`src/rtl/wf_chirp_packer_if.sv`:
```
// wf_chirp_packer_if: AXI-Stream link carrying packed {Q, I} sample beats.
//   tdata  : beat payload, DATA_W bits
//   tvalid : beat present
//   tlast  : final beat of the packet
//   tkeep  : byte enables (all ones while tvalid)
//   tready : sink accepts the beat
// master: the packer side, slave: the waveform_stream side.
interface wf_chirp_packer_if #(
  parameter int DATA_W = 32
);
  logic [DATA_W-1:0]   tdata;
  logic                tvalid;
  logic                tlast;
  logic [DATA_W/8-1:0] tkeep;
  logic                tready;

  modport master (output tdata, tvalid, tlast, tkeep, input  tready);
  modport slave  (input  tdata, tvalid, tlast, tkeep, output tready);
endinterface

```
`src/rtl/wf_chirp_packer.sv`:
```
// wf_chirp_packer: on arm, requests a waveform_stream write, captures
// num_samples DDS I/Q samples from the next chirp and emits them as one
// AXI-Stream packet. A 16-entry FWFT FIFO absorbs tready stalls because
// the DDS cannot be held off.
//
// Ports:
//   clk_in1, reset        : clock, asynchronous active-high reset
//   arm, num_samples,
//   param_upper           : start request and packet parameters (latched on arm)
//   dds_i/q, dds_valid    : DDS sample stream
//   chirp_active/done     : chirp window / end-of-chirp pulse
//   init_wf_write,
//   wf_write_ready        : write-open handshake with waveform_stream
//   waveform_parameters   : {param_upper, zero-extended num_samples}
//   wfin_axis             : AXI-Stream master, tdata = {Q, I}
//   busy, done            : not IDLE / one-cycle packet-complete pulse
//   overflow, short_chirp : sticky status, cleared on accepted arm
//
// Build option: define WF_PACKER_PAD_EN to zero-pad a packet whose chirp
// ends early up to num_samples; otherwise the packet is cut short.
module wf_chirp_packer #(
  parameter int FIFO_AW  = 4,
  parameter int SAMPLE_W = 16
) (
  input  logic                clk_in1,
  input  logic                reset,
  input  logic                arm,
  input  logic [15:0]         num_samples,
  input  logic [95:0]         param_upper,
  input  logic [SAMPLE_W-1:0] dds_i,
  input  logic [SAMPLE_W-1:0] dds_q,
  input  logic                dds_valid,
  input  logic                chirp_active,
  input  logic                chirp_done,
  output logic                init_wf_write,
  input  logic                wf_write_ready,
  output logic [127:0]        waveform_parameters,
  wf_chirp_packer_if.master   wfin_axis,
  output logic                busy,
  output logic                done,
  output logic                overflow,
  output logic                short_chirp
);
  localparam int DW    = 2 * SAMPLE_W;
  localparam int DEPTH = 1 << FIFO_AW;

  localparam logic [2:0] S_IDLE  = 3'd0;
  localparam logic [2:0] S_REQ   = 3'd1;
  localparam logic [2:0] S_WAIT  = 3'd2;
  localparam logic [2:0] S_CAP   = 3'd3;
  localparam logic [2:0] S_DRAIN = 3'd4;

  logic [2:0]  state, state_d;
  logic [15:0] cnt_q, num_q, cnt_inc;

  // FIFO: output register holds the head, mem holds the rest; together at
  // most DEPTH entries, so mem never holds more than DEPTH-1.
  logic [DW:0]        mem [DEPTH];
  logic [FIFO_AW-1:0] wr_ptr, rd_ptr;
  logic [FIFO_AW:0]   mem_cnt;
  logic               out_vld, out_last;
  logic [DW-1:0]      out_data;

  logic          pop, full, space_ok, load_out, mem_rd, mem_wr;
  logic          push_req, push_ok, push_last, tag_mem;
  logic [DW-1:0] push_dat;
  logic          arm_ok, cap_live, early, hit_cnt, short_evt, ovf_evt;

  assign cnt_inc  = cnt_q + 16'd1;
  assign arm_ok   = (state == S_IDLE) & arm & (num_samples != 16'd0);
  assign pop      = out_vld & wfin_axis.tready;
  assign full     = out_vld & (mem_cnt == (FIFO_AW+1)'(DEPTH - 1));
  // A pop in the same cycle frees a slot, so a push into a full FIFO holds.
  assign space_ok = !full | pop;
  assign load_out = !out_vld | pop;
  assign mem_rd   = load_out & (mem_cnt != '0);
  assign push_ok  = push_req & space_ok;
  // Push goes straight to the output register when the FIFO drains empty.
  assign mem_wr   = push_ok & !(load_out & (mem_cnt == '0));
  assign hit_cnt  = dds_valid & space_ok & (cnt_inc == num_q);

`ifdef WF_PACKER_PAD_EN
  logic pad_q;
  assign cap_live = (state == S_CAP) & !pad_q;
`else
  logic newest_in_mem;
  // The newest entry stays editable only while it sits in mem and is not
  // being moved into the (already visible) output register this cycle.
  assign newest_in_mem = (mem_cnt > (FIFO_AW+1)'(1)) |
                         ((mem_cnt == (FIFO_AW+1)'(1)) & !load_out);
  assign cap_live = (state == S_CAP);
`endif

  assign early     = cap_live & (chirp_done | !chirp_active);
  assign short_evt = early & !hit_cnt;
  assign ovf_evt   = cap_live & dds_valid & !space_ok;

  always_comb begin
    state_d   = state;
    push_req  = 1'b0;
    push_dat  = '0;
    push_last = 1'b0;
    tag_mem   = 1'b0;
    case (state)
      S_IDLE:  if (arm_ok) state_d = S_REQ;
      S_REQ:   if (wf_write_ready) state_d = S_WAIT;
      S_WAIT:  if (chirp_active & dds_valid) begin
        // FIFO is empty here, so sample 0 is always accepted.
        push_req  = 1'b1;
        push_dat  = {dds_q, dds_i};
        push_last = (num_q == 16'd1);
        state_d   = (num_q == 16'd1) ? S_DRAIN : S_CAP;
      end
      S_CAP: begin
`ifdef WF_PACKER_PAD_EN
        if (pad_q) begin
          push_req  = 1'b1;
          push_last = (cnt_inc == num_q);
          if (space_ok && push_last) state_d = S_DRAIN;
        end else if (dds_valid) begin
          push_req  = 1'b1;
          push_dat  = {dds_q, dds_i};
          push_last = (cnt_inc == num_q);
          if (hit_cnt) state_d = S_DRAIN;
        end
`else
        if (dds_valid) begin
          push_req  = 1'b1;
          push_dat  = {dds_q, dds_i};
          push_last = (cnt_inc == num_q) | early;
        end
        if (hit_cnt) state_d = S_DRAIN;
        else if (early) begin
          state_d = S_DRAIN;
          // No sample landed this cycle: mark the newest queued entry, or
          // close the packet with a zero beat if that entry is already
          // committed to the output register (its tlast must not change).
          if (!(dds_valid && space_ok)) begin
            if (newest_in_mem) tag_mem = 1'b1;
            else begin
              push_req  = 1'b1;
              push_last = 1'b1;
            end
          end
        end
`endif
      end
      S_DRAIN: if (pop & out_last) state_d = S_IDLE;
      default: state_d = S_IDLE;
    endcase
  end

  always_ff @(posedge clk_in1 or posedge reset) begin
    if (reset) begin
      state               <= S_IDLE;
      cnt_q               <= '0;
      num_q               <= '0;
      waveform_parameters <= '0;
      overflow            <= 1'b0;
      short_chirp         <= 1'b0;
      done                <= 1'b0;
    end else begin
      state <= state_d;
      done  <= (state == S_DRAIN) & pop & out_last;
      if (arm_ok) begin
        num_q               <= num_samples;
        waveform_parameters <= {param_upper, 16'h0000, num_samples};
        cnt_q               <= '0;
        overflow            <= 1'b0;
        short_chirp         <= 1'b0;
      end else begin
        if (push_ok)   cnt_q       <= cnt_inc;
        if (ovf_evt)   overflow    <= 1'b1;
        if (short_evt) short_chirp <= 1'b1;
      end
    end
  end

`ifdef WF_PACKER_PAD_EN
  always_ff @(posedge clk_in1 or posedge reset) begin
    if (reset)          pad_q <= 1'b0;
    else if (arm_ok)    pad_q <= 1'b0;
    else if (short_evt) pad_q <= 1'b1;
  end
`endif

  always_ff @(posedge clk_in1 or posedge reset) begin
    if (reset) begin
      wr_ptr   <= '0;
      rd_ptr   <= '0;
      mem_cnt  <= '0;
      out_vld  <= 1'b0;
      out_last <= 1'b0;
      out_data <= '0;
    end else begin
      if (mem_wr) wr_ptr <= wr_ptr + FIFO_AW'(1);
      if (mem_rd) rd_ptr <= rd_ptr + FIFO_AW'(1);
      mem_cnt <= mem_cnt + (FIFO_AW+1)'(mem_wr) - (FIFO_AW+1)'(mem_rd);
      if (load_out) begin
        if (mem_rd) begin
          out_data <= mem[rd_ptr][DW-1:0];
          out_last <= mem[rd_ptr][DW];
          out_vld  <= 1'b1;
        end else if (push_ok) begin
          out_data <= push_dat;
          out_last <= push_last;
          out_vld  <= 1'b1;
        end else begin
          out_vld  <= 1'b0;
        end
      end
    end
  end

  always_ff @(posedge clk_in1) begin
    if (mem_wr)  mem[wr_ptr] <= {push_last, push_dat};
    if (tag_mem) mem[wr_ptr - FIFO_AW'(1)][DW] <= 1'b1;
  end

  assign wfin_axis.tdata  = out_data;
  assign wfin_axis.tvalid = out_vld;
  assign wfin_axis.tlast  = out_vld & out_last;
  assign wfin_axis.tkeep  = {(DW/8){out_vld}};
  assign busy             = (state != S_IDLE);
  assign init_wf_write    = (state == S_REQ);
endmodule

```
`src/flat_wrapper.sv`:
```
// flat-port wrapper written by rule: the top's interface ports become plain ports
module wf_chirp_packer_flat 
#(
  parameter int FIFO_AW  = 4,
  parameter int SAMPLE_W = 16
)
  (clk_in1, reset, arm, num_samples, param_upper, dds_i, dds_q, dds_valid, chirp_active, chirp_done, init_wf_write, wf_write_ready, waveform_parameters, busy, done, overflow, short_chirp, wfin_axis_tdata, wfin_axis_tvalid, wfin_axis_tlast, wfin_axis_tkeep, wfin_axis_tready);
  wf_chirp_packer_if #(.DATA_W(32)) wfin_axis_i ();
  input  logic clk_in1;
  input  logic reset;
  input  logic arm;
  input  logic [15:0] num_samples;
  input  logic [95:0] param_upper;
  input  logic [SAMPLE_W-1:0] dds_i;
  input  logic [SAMPLE_W-1:0] dds_q;
  input  logic dds_valid;
  input  logic chirp_active;
  input  logic chirp_done;
  output logic init_wf_write;
  input  logic wf_write_ready;
  output logic [127:0] waveform_parameters;
  output logic busy;
  output logic done;
  output logic overflow;
  output logic short_chirp;
  output wire logic [$bits(wfin_axis_i.tdata)-1:0] wfin_axis_tdata;
  output wire logic [$bits(wfin_axis_i.tvalid)-1:0] wfin_axis_tvalid;
  output wire logic [$bits(wfin_axis_i.tlast)-1:0] wfin_axis_tlast;
  output wire logic [$bits(wfin_axis_i.tkeep)-1:0] wfin_axis_tkeep;
  input wire logic [$bits(wfin_axis_i.tready)-1:0] wfin_axis_tready;
  assign wfin_axis_tdata = wfin_axis_i.tdata;
  assign wfin_axis_tvalid = wfin_axis_i.tvalid;
  assign wfin_axis_tlast = wfin_axis_i.tlast;
  assign wfin_axis_tkeep = wfin_axis_i.tkeep;
  assign wfin_axis_i.tready = wfin_axis_tready;
  wf_chirp_packer #(.FIFO_AW(FIFO_AW), .SAMPLE_W(SAMPLE_W)) u_core (.clk_in1(clk_in1), .reset(reset), .arm(arm), .num_samples(num_samples), .param_upper(param_upper), .dds_i(dds_i), .dds_q(dds_q), .dds_valid(dds_valid), .chirp_active(chirp_active), .chirp_done(chirp_done), .init_wf_write(init_wf_write), .wf_write_ready(wf_write_ready), .waveform_parameters(waveform_parameters), .wfin_axis(wfin_axis_i), .busy(busy), .done(done), .overflow(overflow), .short_chirp(short_chirp));
endmodule
```
`config.mk`:
```
export PLATFORM = sky130hd
export DESIGN_NAME = wf_chirp_packer_flat
export DESIGN_NICKNAME = d
export VERILOG_FILES = /design/src/rtl/wf_chirp_packer_if.sv /design/src/rtl/wf_chirp_packer.sv /design/src/flat_wrapper.sv
export SDC_FILE = /design/constraint.sdc
export NUM_CORES = 1
export LEC_CHECK = 0
export CAP_MARGIN = 20
export CORE_ASPECT_RATIO = 0.75
export CORE_MARGIN = 2
export CORE_UTILIZATION = 43
export DETAILED_ROUTE_END_ITERATION = 6
export GPL_TIMING_DRIVEN = 0
export PLACE_DENSITY = 0.66
export SLEW_MARGIN = 15
export SYNTH_ARGS = -nofsm -noshare
export SYNTH_HDL_FRONTEND = slang
export SYNTH_SLANG_ARGS = --single-unit
```
`constraint.sdc`:
```
create_clock -name clk_in1 -period 6.4 [get_ports clk_in1]
set_clock_uncertainty 0.05 [all_clocks]
set_input_delay 1.6 -clock clk_in1 [delete_from_list [all_inputs] [get_ports clk_in1]]
set_output_delay 1.6 -clock clk_in1 [all_outputs]
set_load 0.03 [all_outputs]
```
* Yosys cells after proc, flatten, opt, wreduce, memory -nomap -nowiden
Memory sizes are Yosys's and may differ from the RTL's.
Index checks and enable logic that the tools add are counted.
** Storage, ports and cells
- Register bits after elaboration :: 197
- RAM bits :: 528
- Input bits :: 152
- Output and inout port bits :: 171
- Word-level logic and storage cells :: 128
- Memories kept :: 1
** Cells by class
- $add $sub $neg :: 6
- Order comparisons :: 1
- Equal/unequal tests :: 13
- Multiplexer cells :: 49
- Bitwise logic cells :: 25
- Reductions and logical operators :: 20
** Memory list
- u_core.mem :: depth 16, bits a word 33, rd ports 1, clocked after memory_dff 0, wr ports 1, line wf_chirp_packer.sv:58 : logic [DW:0] mem [DEPTH];
** Operators with widths (count)
- $mux 32 :: 4
- $pmux 32 s2 :: 1
- $mux 33 :: 1
- $reduce_or 33->1 :: 1
- $mux 16 :: 2
- $mux 1 :: 29
- $mux 3 :: 7
- $and 1x1->1 :: 20
- $add 16x1->16 const B :: 1
- $eq 16x1->1 const B :: 1
- $eq 16x16->1 :: 1
- $reduce_bool 16->1 :: 1
- $pmux 3 s5 :: 1
- $add 4x1->4 const B :: 2
- $ne 2x1->1 const B :: 4
- $reduce_bool 2->1 :: 4
- $logic_not 1->1 :: 7
- $eq 3x2->1 const B :: 2
- $add 5x1->5 :: 1
- $eq 5x1->1 const B :: 1
- $eq 5x4->1 const B :: 1
- $gt 5x1->1 const B :: 1
- $logic_not 5->1 :: 1
- $or 1x1->1 :: 5
- 14 further kinds :: 15

* Depth between registers and ports, before layout
Gate-level depths: netlist of the first run.
- Depth after elaboration :: 15
- Depth in mapped cells :: 15
- Gate-level depth less buffers :: 14

* Worst setup path after synthesis of the first run
Ideal clock, no wire load.
- Path type :: in2reg
- From :: in wfin_axis_tready
- To :: mem u_core.mem[4][0] (netlist bit), enable pin
- Setup time :: 0.421 ns
- Arrival time :: 4.143 ns
- Data required time :: 5.929 ns
- Setup slack :: 1.785 ns
- Cell stages on the path :: 8
- Path buffers :: 0
- Cell sequence :: nor2b_1 > nand4_1 > a21oi_1 > and2_1 > nand2_1 > nor3b_1 > a31oi_1 > nor2_1
** On the way
- Word-level cells in the longest chain between the ends :: 15
- Elaborated cells on any way between the ends :: 30
- Classes of those cells :: mux: 16; bitwise: 10; reduce/logical: 4
** RTL lines
- from (decl) :: line flat_wrapper.sv:30 : input wire logic [$bits(wfin_axis_i.tready)-1:0] wfin_axis_tready;
- $and 1x1->1 (*) :: line wf_chirp_packer.sv:71 : assign pop = out_vld & wfin_axis.tready;
- $or 1x1->1 :: line wf_chirp_packer.sv:75 : assign load_out = !out_vld | pop;
- $logic_not 1->1 :: line wf_chirp_packer.sv:90 : ((mem_cnt == (FIFO_AW+1)'(1)) & !load_out);
- $and 1x1->1 :: line wf_chirp_packer.sv:90
- $or 1x1->1 :: line wf_chirp_packer.sv:89 : assign newest_in_mem = (mem_cnt > (FIFO_AW+1)'(1)) |
- $mux 1 :: line wf_chirp_packer.sv:139 : if (newest_in_mem) tag_mem = 1'b1;
- $mux 1 :: line wf_chirp_packer.sv:138 : if (!(dds_valid && space_ok)) begin
- $mux 1 :: line wf_chirp_packer.sv:133 : else if (early) begin
- $mux 1 :: line wf_chirp_packer.sv:132 : if (hit_cnt) state_d = S_DRAIN;
- $pmux 1 s2 :: line wf_chirp_packer.sv:104 : case (state)
- $and 1x1->1 :: line wf_chirp_packer.sv:77 : assign push_ok = push_req & space_ok;
- $and 1x1->1 :: line wf_chirp_packer.sv:79 : assign mem_wr = push_ok & !(load_out & (mem_cnt == '0));
- $mux 1 :: line wf_chirp_packer.sv:216 : if (mem_wr) mem[wr_ptr] <= {push_last, push_dat};
- $mux 1 (not written as such) :: line wf_chirp_packer.sv:216
- $mux 2 (no source line)
- to (decl) :: line wf_chirp_packer.sv:58
Mark *: on every way between the ends. The rest lies on a longest branch, timed or not.

* Final worst setup path of the first run
- From :: in wfin_axis_tready
- To :: reg u_core.mem_cnt[4]
** On the way
- Elaborated cells on any way between the ends :: 21
- Classes of those cells :: add/sub: 2; mux: 5; bitwise: 11; reduce/logical: 3
** RTL lines
- $and 1x1->1 :: line wf_chirp_packer.sv:71
- $or 1x1->1 :: line wf_chirp_packer.sv:75
- $and 1x1->1 :: line wf_chirp_packer.sv:76 : assign mem_rd = load_out & (mem_cnt != '0);
- net u_core.mem_rd :: line wf_chirp_packer.sv:64 : logic pop, full, space_ok, load_out, mem_rd, mem_wr;
- $sub 5x1->5 :: line wf_chirp_packer.sv:198 : mem_cnt <= mem_cnt + (FIFO_AW+1)'(mem_wr) - (FIFO_AW+1)'(mem_rd);
- to (signal assigned) :: line wf_chirp_packer.sv:198
- to (decl) :: line wf_chirp_packer.sv:60 : logic [FIFO_AW:0] mem_cnt;
The timed path passes the listed nets, and every way through them passes these cells.
A chain may end at the register's enable or synchronous reset.

==> results.toml, run 1 <==
[synthesis]
number_of_enable_type_register_cells_in_the_synthesized_netlist = 528
cell_taking_the_most_area_after_synthesis = "sky130_fd_sc_hd__edfxtp_1"
syn_area_per_cell_um2 = 15.70
synth_top_family_by_area = "multiplexers"
adder_cell_share_of_the_synthesized_area_pct = 0.6774
yosys.area.top_type_share_pct = 55.02
yosys.area_share.simple_pct = 9.583
yosys.cell_types.count = 67
synthCells = 1835
synthArstFlopShare_pct = 25.53
synth.yosys.seq_area_share_pct = 70.74
yosysWarnings = 0
xor_and_xnor_area_share_after_synthesis_pct = 0.7599
fraction_of_the_mapped_netlist_area_in_compound_gates_pct = 2.848
ffs_latches_synth = 709
yosysMostFrequentCell = "sky130_fd_sc_hd__edfxtp_1"
post_synth_main_area_contributors = "sky130_fd_sc_hd__edfxtp_1, sky130_fd_sc_hd__dfrtp_1, sky130_fd_sc_hd__mux4_2, sky130_fd_sc_hd__nand2_1, sky130_fd_sc_hd__nor2_1"
synth.mux.area_fraction_pct = 12.94
synth_area_um2 = 28820
most_used_flip_flop_cell_after_synthesis = "sky130_fd_sc_hd__edfxtp_1"
leading_cell_types_by_count_after_synthesis = "sky130_fd_sc_hd__edfxtp_1, sky130_fd_sc_hd__nand2_1, sky130_fd_sc_hd__dfrtp_1, sky130_fd_sc_hd__mux4_2, sky130_fd_sc_hd__nor2_1"

[detailed_routing]
drc = 45
drt_pre_antenna_iters = 7
ant_nets = 0
avgRoutedWirePerCell_um = 24.29
avgViaCountPerCell = 5.647
dr_total_vias = 18070
totalWireLength_um = 77740
drt_first_iter_violations = 2100

[pwr]
power_per_cell_area_nw_per_um2 = 443.6
vdd_ir_drop_max_uv = 287.7
total_power_w = 0.01599
p_leak_nw = 13.19

[cells_and_area]
drive_gt1_share_pct = 15.96
num_antenna_cells = 0
area_growth_syn_to_layout_pct = 25.09
nNetsFinal = 2432
final_cell_count_no_fill = 3200
post-route-cell-area_um2 = 36050

[floorplanning]
dieWidth_um = 302.9
core_um2 = 66590
fp-row-count = 82
start_util_pct = 43.27
die_outline_area_um2 = 69120
die_h_um = 228.2
ioPinCount = 323

[place]
place.detailed.instances = 3072
place_congestion = 0.8629
place.detailed.hpwl_um = 52580
placed_area_um2 = 33820
io_buffer_count = 306

[worst_setup_path]
critical_path.top_delay_family = "buffers and inverters"
critPathMaxFanout = 10
endpoint_kind = "flop"
worstPathCellList = "clkdlybuf4s50_1 -> nand2b_1 -> nand2_1 -> inv_2 -> clkbuf_1 -> ha_1 -> inv_1 -> ha_1 -> fa_1 -> a21oi_1 -> nor2_1 -> nor2_1 -> xor2_1"
critPathLaunchType = "primary input"
setup.worst_path.class = "primary input to flop"
cp_data_required_time_ps = 6890
slowest_stage = "sky130_fd_sc_hd__clkbuf_1"
setup.worst_path.start = "wfin_axis_tready"
cp.buffers_inverters = 4
critical_path_arrival_ps = 5310
rr_startpoint = "u_core.mem_cnt[3]"
rrSetupSlack_ps = 2160
crit_path_max_incr_delay_ps = 750

[global_route]
global_route.usage.total_pct = 22.42
pin_count_of_the_biggest_net_entering_global_routing = 34
grt_pass1_vias = 17800
grt_pass1_wl_um = 114300
grt_antenna_before_repair = 2
grt-ovfl-total = 0

[clock_network]
ctsRootBufferMaster = "sky130_fd_sc_hd__clkbuf_16"
clk-insertion-delay-late_ps = 620
cts_setup_buffers = 0
cts-root-to-sink-buffers = 3
tritoncts_num_sinks = 709
tritoncts = "done"
hold_buffers = 0
cts.clk_slew.worst_paths_ps = 70
cts_resized = 0
htree_num_levels = 3
numCtsBuffers = 70

[status]
violations = "design-rule violations"
status = "finished, violations left"

[timing]
setup_repair_after_global_routing_missed_its_margin = "no"
finalCritPeriodShare_pct = 75.30
fmax_mhz = 207.5
hold_viol = 0
worst_hold_slack_ps = 424.9
report.final.setup_viol = 0
max_slew.worst_pin.slew_ps = 1008
final.min_clock_period_ps = 4819
timing.slew.headroom_pct = 32.77
slew_viol_final = 0

[min_path]
hold_crit_path_type = "flop to flop"
hold_path.startpoint = "u_core.waveform_parameters[111]"

[flow_run]
cap_viol_max_count = 0
==> state kept, by name, indices dropped and copies added (netlist names) <==
signal / flops
u_core.overflow: 1
u_core.wfin_axis.tdata: 32
u_core.rd_ptr: 4
u_core.num_q: 15
u_core.short_chirp: 1
u_core.state: 3
u_core.waveform_parameters: 97
u_core.done: 1
u_core.mem: 528
u_core.out_last: 1
u_core.mem_cnt: 5
u_core.wr_ptr: 4
u_core.wfin_axis.tvalid: 1
u_core.cnt_q: 16
==> cell usage in the layout, fill, tap and decap left out, types with 9 or more instances in the layout <==
cell type / count
sky130_fd_sc_hd__edfxtp_1: 528
sky130_fd_sc_hd__clkinv_2: 9
sky130_fd_sc_hd__dfrtp_1: 181
sky130_fd_sc_hd__conb_1: 16
sky130_fd_sc_hd__clkinv_1: 10
sky130_fd_sc_hd__mux4_2: 165
sky130_fd_sc_hd__buf_12: 18
sky130_fd_sc_hd__buf_4: 24
sky130_fd_sc_hd__xnor2_1: 18
sky130_fd_sc_hd__clkdlybuf4s50_1: 306
sky130_fd_sc_hd__clkbuf_1: 87
sky130_fd_sc_hd__buf_1: 9
sky130_fd_sc_hd__a31oi_1: 40
sky130_fd_sc_hd__clkbuf_16: 71
sky130_fd_sc_hd__ha_1: 14
sky130_fd_sc_hd__nand2_1: 400
sky130_fd_sc_hd__and3_1: 35
sky130_fd_sc_hd__o21ai_0: 28
sky130_fd_sc_hd__inv_1: 24
sky130_fd_sc_hd__a21oi_1: 15
sky130_fd_sc_hd__nand3_1: 47
sky130_fd_sc_hd__buf_2: 26
sky130_fd_sc_hd__nor2_1: 77
sky130_fd_sc_hd__nor2_4: 16
==> worst reg2reg max path, cell delays in order (launching register included) <==
cell and delay (ps):
sky130_fd_sc_hd__dfrtp_1 390, sky130_fd_sc_hd__inv_1 130, sky130_fd_sc_hd__ha_1 150, sky130_fd_sc_hd__nor3b_1 360, sky130_fd_sc_hd__nand2_1 120, sky130_fd_sc_hd__nand2_1 520
sky130_fd_sc_hd__inv_2 310, sky130_fd_sc_hd__clkbuf_1 490, sky130_fd_sc_hd__ha_1 460, sky130_fd_sc_hd__inv_1 40, sky130_fd_sc_hd__ha_1 210, sky130_fd_sc_hd__fa_1 450
sky130_fd_sc_hd__a21oi_1 160, sky130_fd_sc_hd__nor2_1 50, sky130_fd_sc_hd__nor2_1 110, sky130_fd_sc_hd__xor2_1 150
==> per-layer routing <==
layer  GRT usage, %  share of wire [%]  wire, um
met5              0              0.010         8
met4          5.927                2.4      1899
met2          36.00                 47     36890
met1          31.34                 41     32020
met3          4.619                8.9      6915
==> final cells by class <==
type	instances	area [um^2]
timing repair buffer	343	3755
multi-input combinational	988	7904
inverter	27	105.1
sequential	709	20380
clock buffer	94	1883
clock inverter	31	306.5
buffer	126	604.3
tap	882	1104
fill	5235	30540
==> logic make-up after synthesis <==
family                     after synthesis
buffers and inverters                  153
xor gates and xnor gates                25
and+or+nand+nor                        640
adders and majority gates               15
AOI/OAI and AO/OA                      126
muxes                                  166
DFF                                    709
other                                    1
==> per-stage QoR <==
stage | util (%) | setup slack, ps | TNS [ps]
4_1_cts | 54.07 | 1652 | 0
3_3_place_gp | 49.62 | -965.5 | -414180
2_1_floorplan | - | 1785 | 0
6_report | 54.13 | 1581 | 0
5_1_grt | 54.13 | 1503 | 0
3_5_place_dp | 50.79 | 1026 | 0
==> worst paths after layout <==
kind	depth (start not counted)	to
setup / recovery	13	u_core.mem_cnt[4]
hold / removal	2	u_core.waveform_parameters[111]
setup reg to reg	15	u_core.mem_cnt[4]
hold reg to reg	2	u_core.waveform_parameters[111]
max in group asynchronous	4	u_core.waveform_parameters[35]
min in group asynchronous	2	u_core.waveform_parameters[63]
==> power by group <==
| part | switching [W] | internal (W) | total [W] |
|---|---|---|---|
| logic | 0.00341 | 0.00254 | 0.00594 |
| clock network | 0.00177 | 0.00225 | 0.00402 |
| registers | 0.000416 | 0.00561 | 0.00602 |
| total | 0.00559 | 0.0104 | 0.0160 |
No activity file was read; power rests on OpenSTA's default activity.
==> run 2: changes to the inputs <==
Clock period 6.4 ns to 4.15 ns, I/O delays scaled along.
==> run 2 against run 1 <==
  * The run still ends with design-rule violations left
  * Critical path depth shrank 2
  * Worst setup slack got worse by 1300 ps
  * Register-to-register slack got worse by 1900 ps
  * Global-route usage barely moved
  * Largest power group unchanged
==> results.toml, run 2 (synthesis results as in run 1) <==
[timing]
setup_tns_ps = 0
hold_viol = 0
max_slew.worst_pin.slew_ps = 1006
final.min_clock_period_ps = 3919
fmax_mhz = 255.2
slew_viol_final = 0
setup_repair_after_global_routing_missed_its_margin = "no"
finalCritPeriodShare_pct = 94.42
timing.slew.headroom_pct = 32.95
report.final.setup_viol = 0

[global_route]
global_route.usage.total_pct = 22.42
grt_pass1_wl_um = 114300
pin_count_of_the_biggest_net_entering_global_routing = 34
grt_antenna_before_repair = 2
grt-ovfl-total = 0
grt_pass1_vias = 17800

[pwr]
power_per_cell_area_nw_per_um2 = 681.6
total_power_w = 0.02466
vdd_ir_drop_max_uv = 443.7
p_leak_nw = 13.28

[cells_and_area]
post-route-cell-area_um2 = 36180
number_of_fill_cells_in_the_layout = 5218
num_antenna_cells = 0
area_growth_syn_to_layout_pct = 25.55
registers.top_by_ff_count = "u_core.mem"
nNetsFinal = 2445
final_common_cell = "sky130_fd_sc_hd__edfxtp_1"
largest_register_ffs = 528
drive_gt1_share_pct = 16.60
most_used_cells_in_the_layout_excluding_fill_and_tap_cells = "sky130_fd_sc_hd__edfxtp_1, sky130_fd_sc_hd__nand2_1, sky130_fd_sc_hd__clkdlybuf4s50_1"

[worst_setup_path]
rrSetupSlack_ps = 280
critPathMaxFanout = 20
rr_startpoint = "u_core.mem_cnt[3]"
setup.worst_path.class = "primary input to flop"
reg_to_reg_end = "u_core.mem[4][32]"
worst-r2r-cell-count = 9
cp-endpoint = "u_core.mem[2][28]"
setup.worst_path.start = "wfin_axis_tready"
critical_path_arrival_ps = 4180
critPathLaunchType = "primary input"
endpoint_kind = "flop"
cp_data_required_time_ps = 4410

[detailed_routing]
totalWireLength_um = 77800
dr_total_vias = 18040
drc = 47
avgRoutedWirePerCell_um = 24.21
ant_nets = 0
drt_pre_antenna_iters = 7
avgViaCountPerCell = 5.615
drt_first_iter_violations = 2199

[clock_network]
tritoncts_num_sinks = 709
htree_num_levels = 3
tritoncts = "done"
numCtsBuffers = 70
cts-root-to-sink-buffers = 3
cts.clk_slew.worst_paths_ps = 60
ctsRootBufferMaster = "sky130_fd_sc_hd__clkbuf_16"
clk-insertion-delay-late_ps = 620

[flow_run]
cap_viol_max_count = 0

[place]
place_congestion = 0.8629
place.detailed.hpwl_um = 52580
placed_area_um2 = 33820
io_buffer_count = 306

[floorplanning]
ioPinCount = 323
fp-row-count = 82
start_util_pct = 43.27
die_outline_area_um2 = 69120
core_um2 = 66590
die_h_um = 228.2
dieWidth_um = 302.9

[status]
violations = "design-rule violations"
status = "finished, violations left"

[min_path]
hold_crit_path_type = "flop to flop"
run 2: changes by cell type in the layout (fill, tap and decap cells not counted), sizes merged:
| cell | delta |
|---|---|
| buf | +14 |
| clkbuf | -1 |
run 2: final cells by class:
cell class | instances | area (um^2) | area share (%)
sequential | 709 | 20380 | 56.35
buffer | 125 | 603.1 | 1.667
multi-input combinational | 988 | 7906 | 21.85
inverter | 27 | 105.1 | 0.2905
clock buffer | 94 | 1883 | 5.205
tap | 882 | 1104 | 3.050
timing repair buffer | 357 | 3885 | 10.74
clock inverter | 31 | 306.5 | 0.8473
run 2: power by group:
group,switching [W],internal (W)
registers,0.000641,0.00865
logic,0.00525,0.00392
clock network,0.00272,0.00348
total,0.00862,0.0160
run 2: layer usage:
metal / track usage [%] / vias to the layer above / wire, um
li1: - / 7761 / -
met1: 31.23 / 9231 / 31860
met2: 35.94 / 926 / 36890
met3: 4.724 / 121 / 7096
met4: 6.081 / 2 / 1944
met5: 0 / - / 8
run 2: metrics by stage:
stage               util [%]  std cells  setup slack [ps]  hold slack, ps
floorplan                  -       1850             97.81           410.4
CTS                    54.08       3197             185.9           427.2
global route           54.33       3213             5.841           443.4
global placement       49.62       3038             -2653           408.9
detailed placement     50.79       3072            -661.7           411.3
finish                 54.33       3213             231.4           424.8
run 2: timing repair:
item / CTS / global route
buffers inserted: 0 / 14
setup endpoints to repair: 1 / 99
hold buffers: 0 / 0
pin swaps: 0 / 6
gates resized for setup: 1 / 5
run 2: worst min-delay path by stage:
stage | endpoint | from | cells after the start
finish | u_core.waveform_parameters[111] | u_core.waveform_parameters[111] | 2
global route | u_core.waveform_parameters[36] | u_core.waveform_parameters[36] | 2
CTS | u_core.waveform_parameters[68] | u_core.waveform_parameters[68] | 2
detailed placement | u_core.waveform_parameters[86] | u_core.waveform_parameters[86] | 2
global placement | u_core.waveform_parameters[85] | u_core.waveform_parameters[85] | 2
floorplan | u_core.done | u_core.state[1] | 1
run 2: critical path, stage by stage:
cell and delay [ps]:
sky130_fd_sc_hd__clkdlybuf4s50_1 450, sky130_fd_sc_hd__nor2b_1 250, sky130_fd_sc_hd__nand4_1 190, sky130_fd_sc_hd__a21oi_1 300
sky130_fd_sc_hd__nand2_1 120, sky130_fd_sc_hd__clkbuf_1 380, sky130_fd_sc_hd__nor2_1 210, sky130_fd_sc_hd__a31oi_1 140
sky130_fd_sc_hd__buf_2 280, sky130_fd_sc_hd__nor2_4 520, sky130_fd_sc_hd__buf_12 280
==> run 3: changes to the inputs <==
Settings changed: CORE_MARGIN 2 to unset.
==> run 3 against run 2 <==
  * The flow now finishes without violations
  * Worst setup slack lost 12 ps
  * Sequential share of layout area shrank 0.41 points
  * Critical path depth is the same
  * Utilization grew 1.2 points
  * Non-clock buffer count shrank 2
  * Combinational power grew 0.4%
  * Global-route usage grew 0.83 points
  * Total power grew 2.0%
  * Cell count shrank 0.25%
  * Sequential cell count is the same
  * First-iteration DRC count shrank 12%
  * Clock power grew 7.3%
==> results.toml, run 3 (synthesis results as in run 1) <==
[detailed_routing]
drc = 0
dr_total_vias = 18010
ant_nets = 0
avgRoutedWirePerCell_um = 24.62
drt_first_iter_violations = 1931
avgViaCountPerCell = 5.620
totalWireLength_um = 78910
drt_pre_antenna_iters = 5

[pwr]
power_per_cell_area_nw_per_um2 = 690.3
power_switching_share_pct = 34.52
power.internal_w = 0.01647
p_leak_nw = 13.39
total_power_w = 0.02516
seq_power_share_pct = 36.9
power.clock.fraction_pct = 26.4
net-switching-power_w = 0.008684
vdd_ir_drop_max_uv = 470.3
power_frac_comb_pct = 36.6

[floorplanning]
die_h_um = 226.2
ioPinCount = 323
start_util_pct = 43.88
core_um2 = 65670
dieWidth_um = 300.9
die_outline_area_um2 = 68060
fp-row-count = 81

[global_route]
grt_antenna_before_repair = 3
grt_pass1_wl_um = 115700
grt_pass1_vias = 17970
grt-ovfl-total = 0
pin_count_of_the_biggest_net_entering_global_routing = 38
global_route.usage.total_pct = 23.24

[timing]
timing.slew.headroom_pct = 28.33
hold_viol = 0
fmax_mhz = 254.4
slew_viol_final = 0
report.final.setup_viol = 0
final.min_clock_period_ps = 3931
max_slew.worst_pin.slew_ps = 1075
finalCritPeriodShare_pct = 94.72

[worst_setup_path]
critical_path_arrival_ps = 4190
critPathMaxFanout = 19
critPathLaunchType = "primary input"
setup.worst_path.class = "primary input to flop"
cp_data_required_time_ps = 4410
endpoint_kind = "flop"
rrSetupSlack_ps = 320

[status]
status = "finished, final reports clean"

[clock_network]
numCtsBuffers = 71
cts-root-to-sink-buffers = 3
cts.clk_slew.worst_paths_ps = 60
hold_buffers = 0
clk-insertion-delay-late_ps = 610
tritoncts = "done"
htree_num_levels = 3
tritoncts_num_sinks = 709
ctsRootBufferMaster = "sky130_fd_sc_hd__clkbuf_16"

[place]
io_buffer_count = 306
place_congestion = 0.9234
place.detailed.instances = 3057
place.detailed.hpwl_um = 53270

[cells_and_area]
drive_gt1_share_pct = 16.89
final_cell_count_no_fill = 3205
most_used_cells_in_the_layout_excluding_fill_and_tap_cells = "sky130_fd_sc_hd__edfxtp_1, sky130_fd_sc_hd__nand2_1, sky130_fd_sc_hd__clkdlybuf4s50_1"
utilization_pct = 55.49
largest_register_ffs = 528
number_of_fill_cells_in_the_layout = 5082
nNetsFinal = 2444
final_common_cell = "sky130_fd_sc_hd__edfxtp_1"
area_growth_syn_to_layout_pct = 26.47
registers.top_by_ff_count = "u_core.mem"

[flow_run]
cap_viol_max_count = 0

[min_path]
hold_crit_path_type = "flop to flop"
[run 3: changes by cell type in the layout (fill, tap and decap cells not counted), sizes merged]
| cell | previous run | this run |
|---|---|---|
| clkbuf | 162 | 166 |
| buf | 108 | 107 |
| bufinv | 4 | 8 |
| clkdlybuf4s15 | 0 | 1 |
| clkinvlp | 1 | 2 |
| clkinv | 21 | 17 |
| diode | 0 | 1 |
| inv | 32 | 29 |
[run 3: worst max-delay path, stage by stage]
cell and delay, ps:
sky130_fd_sc_hd__clkdlybuf4s50_1 460, sky130_fd_sc_hd__nor2b_1 290, sky130_fd_sc_hd__nand4_1 210, sky130_fd_sc_hd__a21oi_1 310
sky130_fd_sc_hd__and2_1 240, sky130_fd_sc_hd__nand2_1 140, sky130_fd_sc_hd__nor3_1 200, sky130_fd_sc_hd__a31oi_1 160
sky130_fd_sc_hd__buf_4 290, sky130_fd_sc_hd__nor2_4 540, sky130_fd_sc_hd__buf_12 270
[run 3: metal layers]
metal | routed length, um | up-vias | GRT usage (%)
li1 | - | 7748 | -
met1 | 32290 | 9259 | 32.64
met2 | 37160 | 886 | 36.54
met3 | 7718 | 119 | 5.647
met4 | 1743 | 0 | 5.813
met5 | 0 | - | 0
[run 3: layout make-up]
type / instances / area, um^2 / area share [%]
inverter: 27 / 105.1 / 0.2884
buffer: 125 / 606.8 / 1.665
timing repair buffer: 355 / 3923 / 10.76
sequential: 709 / 20380 / 55.93
clock inverter: 29 / 396.6 / 1.088
tap: 871 / 1090 / 2.990
multi-input combinational: 988 / 7916 / 21.72
clock buffer: 100 / 2019 / 5.541
antenna: 1 / 2.502 / 0.006866
[run 3: final timing paths]
kind	startpoint	endpoint	cells after the start
min reg2reg	u_core.waveform_parameters[37]	u_core.waveform_parameters[37]	2
min	u_core.waveform_parameters[37]	u_core.waveform_parameters[37]	2
max in group asynchronous	reset	u_core.num_q[1]	4
max reg2reg	u_core.mem_cnt[2]	u_core.mem[14][2]	10
min in group asynchronous	reset	u_core.waveform_parameters[68]	2
max	wfin_axis_tready	u_core.mem[14][2]	11
[run 3: repair_timing]
action	4_1_cts	5_1_grt
buffers inserted	0	16
endpoints found under the setup margin	1	130
resized for setup	0	4
pin swaps	0	7
endpoints found under the hold margin	0	0
[run 3: stage by stage]
step	setup slack (ps)	TNS (ps)	hold WS, ps	instance area (um^2)
global placement	-2587	-1446650	409.5	33030
detailed placement	-653.8	-126190	411.8	33790
finish	219.2	0	420.1	36440
floorplan	97.81	0	410.4	28880
global route	-64.97	-1588	446.7	36440
CTS	177.1	0	426.9	36200
[run 3: power by group through the flow]
stage	Sequential [W]	Combinational, W	Clock (W)
detailed placement	0.00943	0.00916	0
global placement	0.00939	0.00889	0
floorplan	0.0106	0.00435	0
finish	0.00929	0.00921	0.00665
CTS	0.00929	0.00922	0.00675
global route	0.00940	0.00982	0.00703
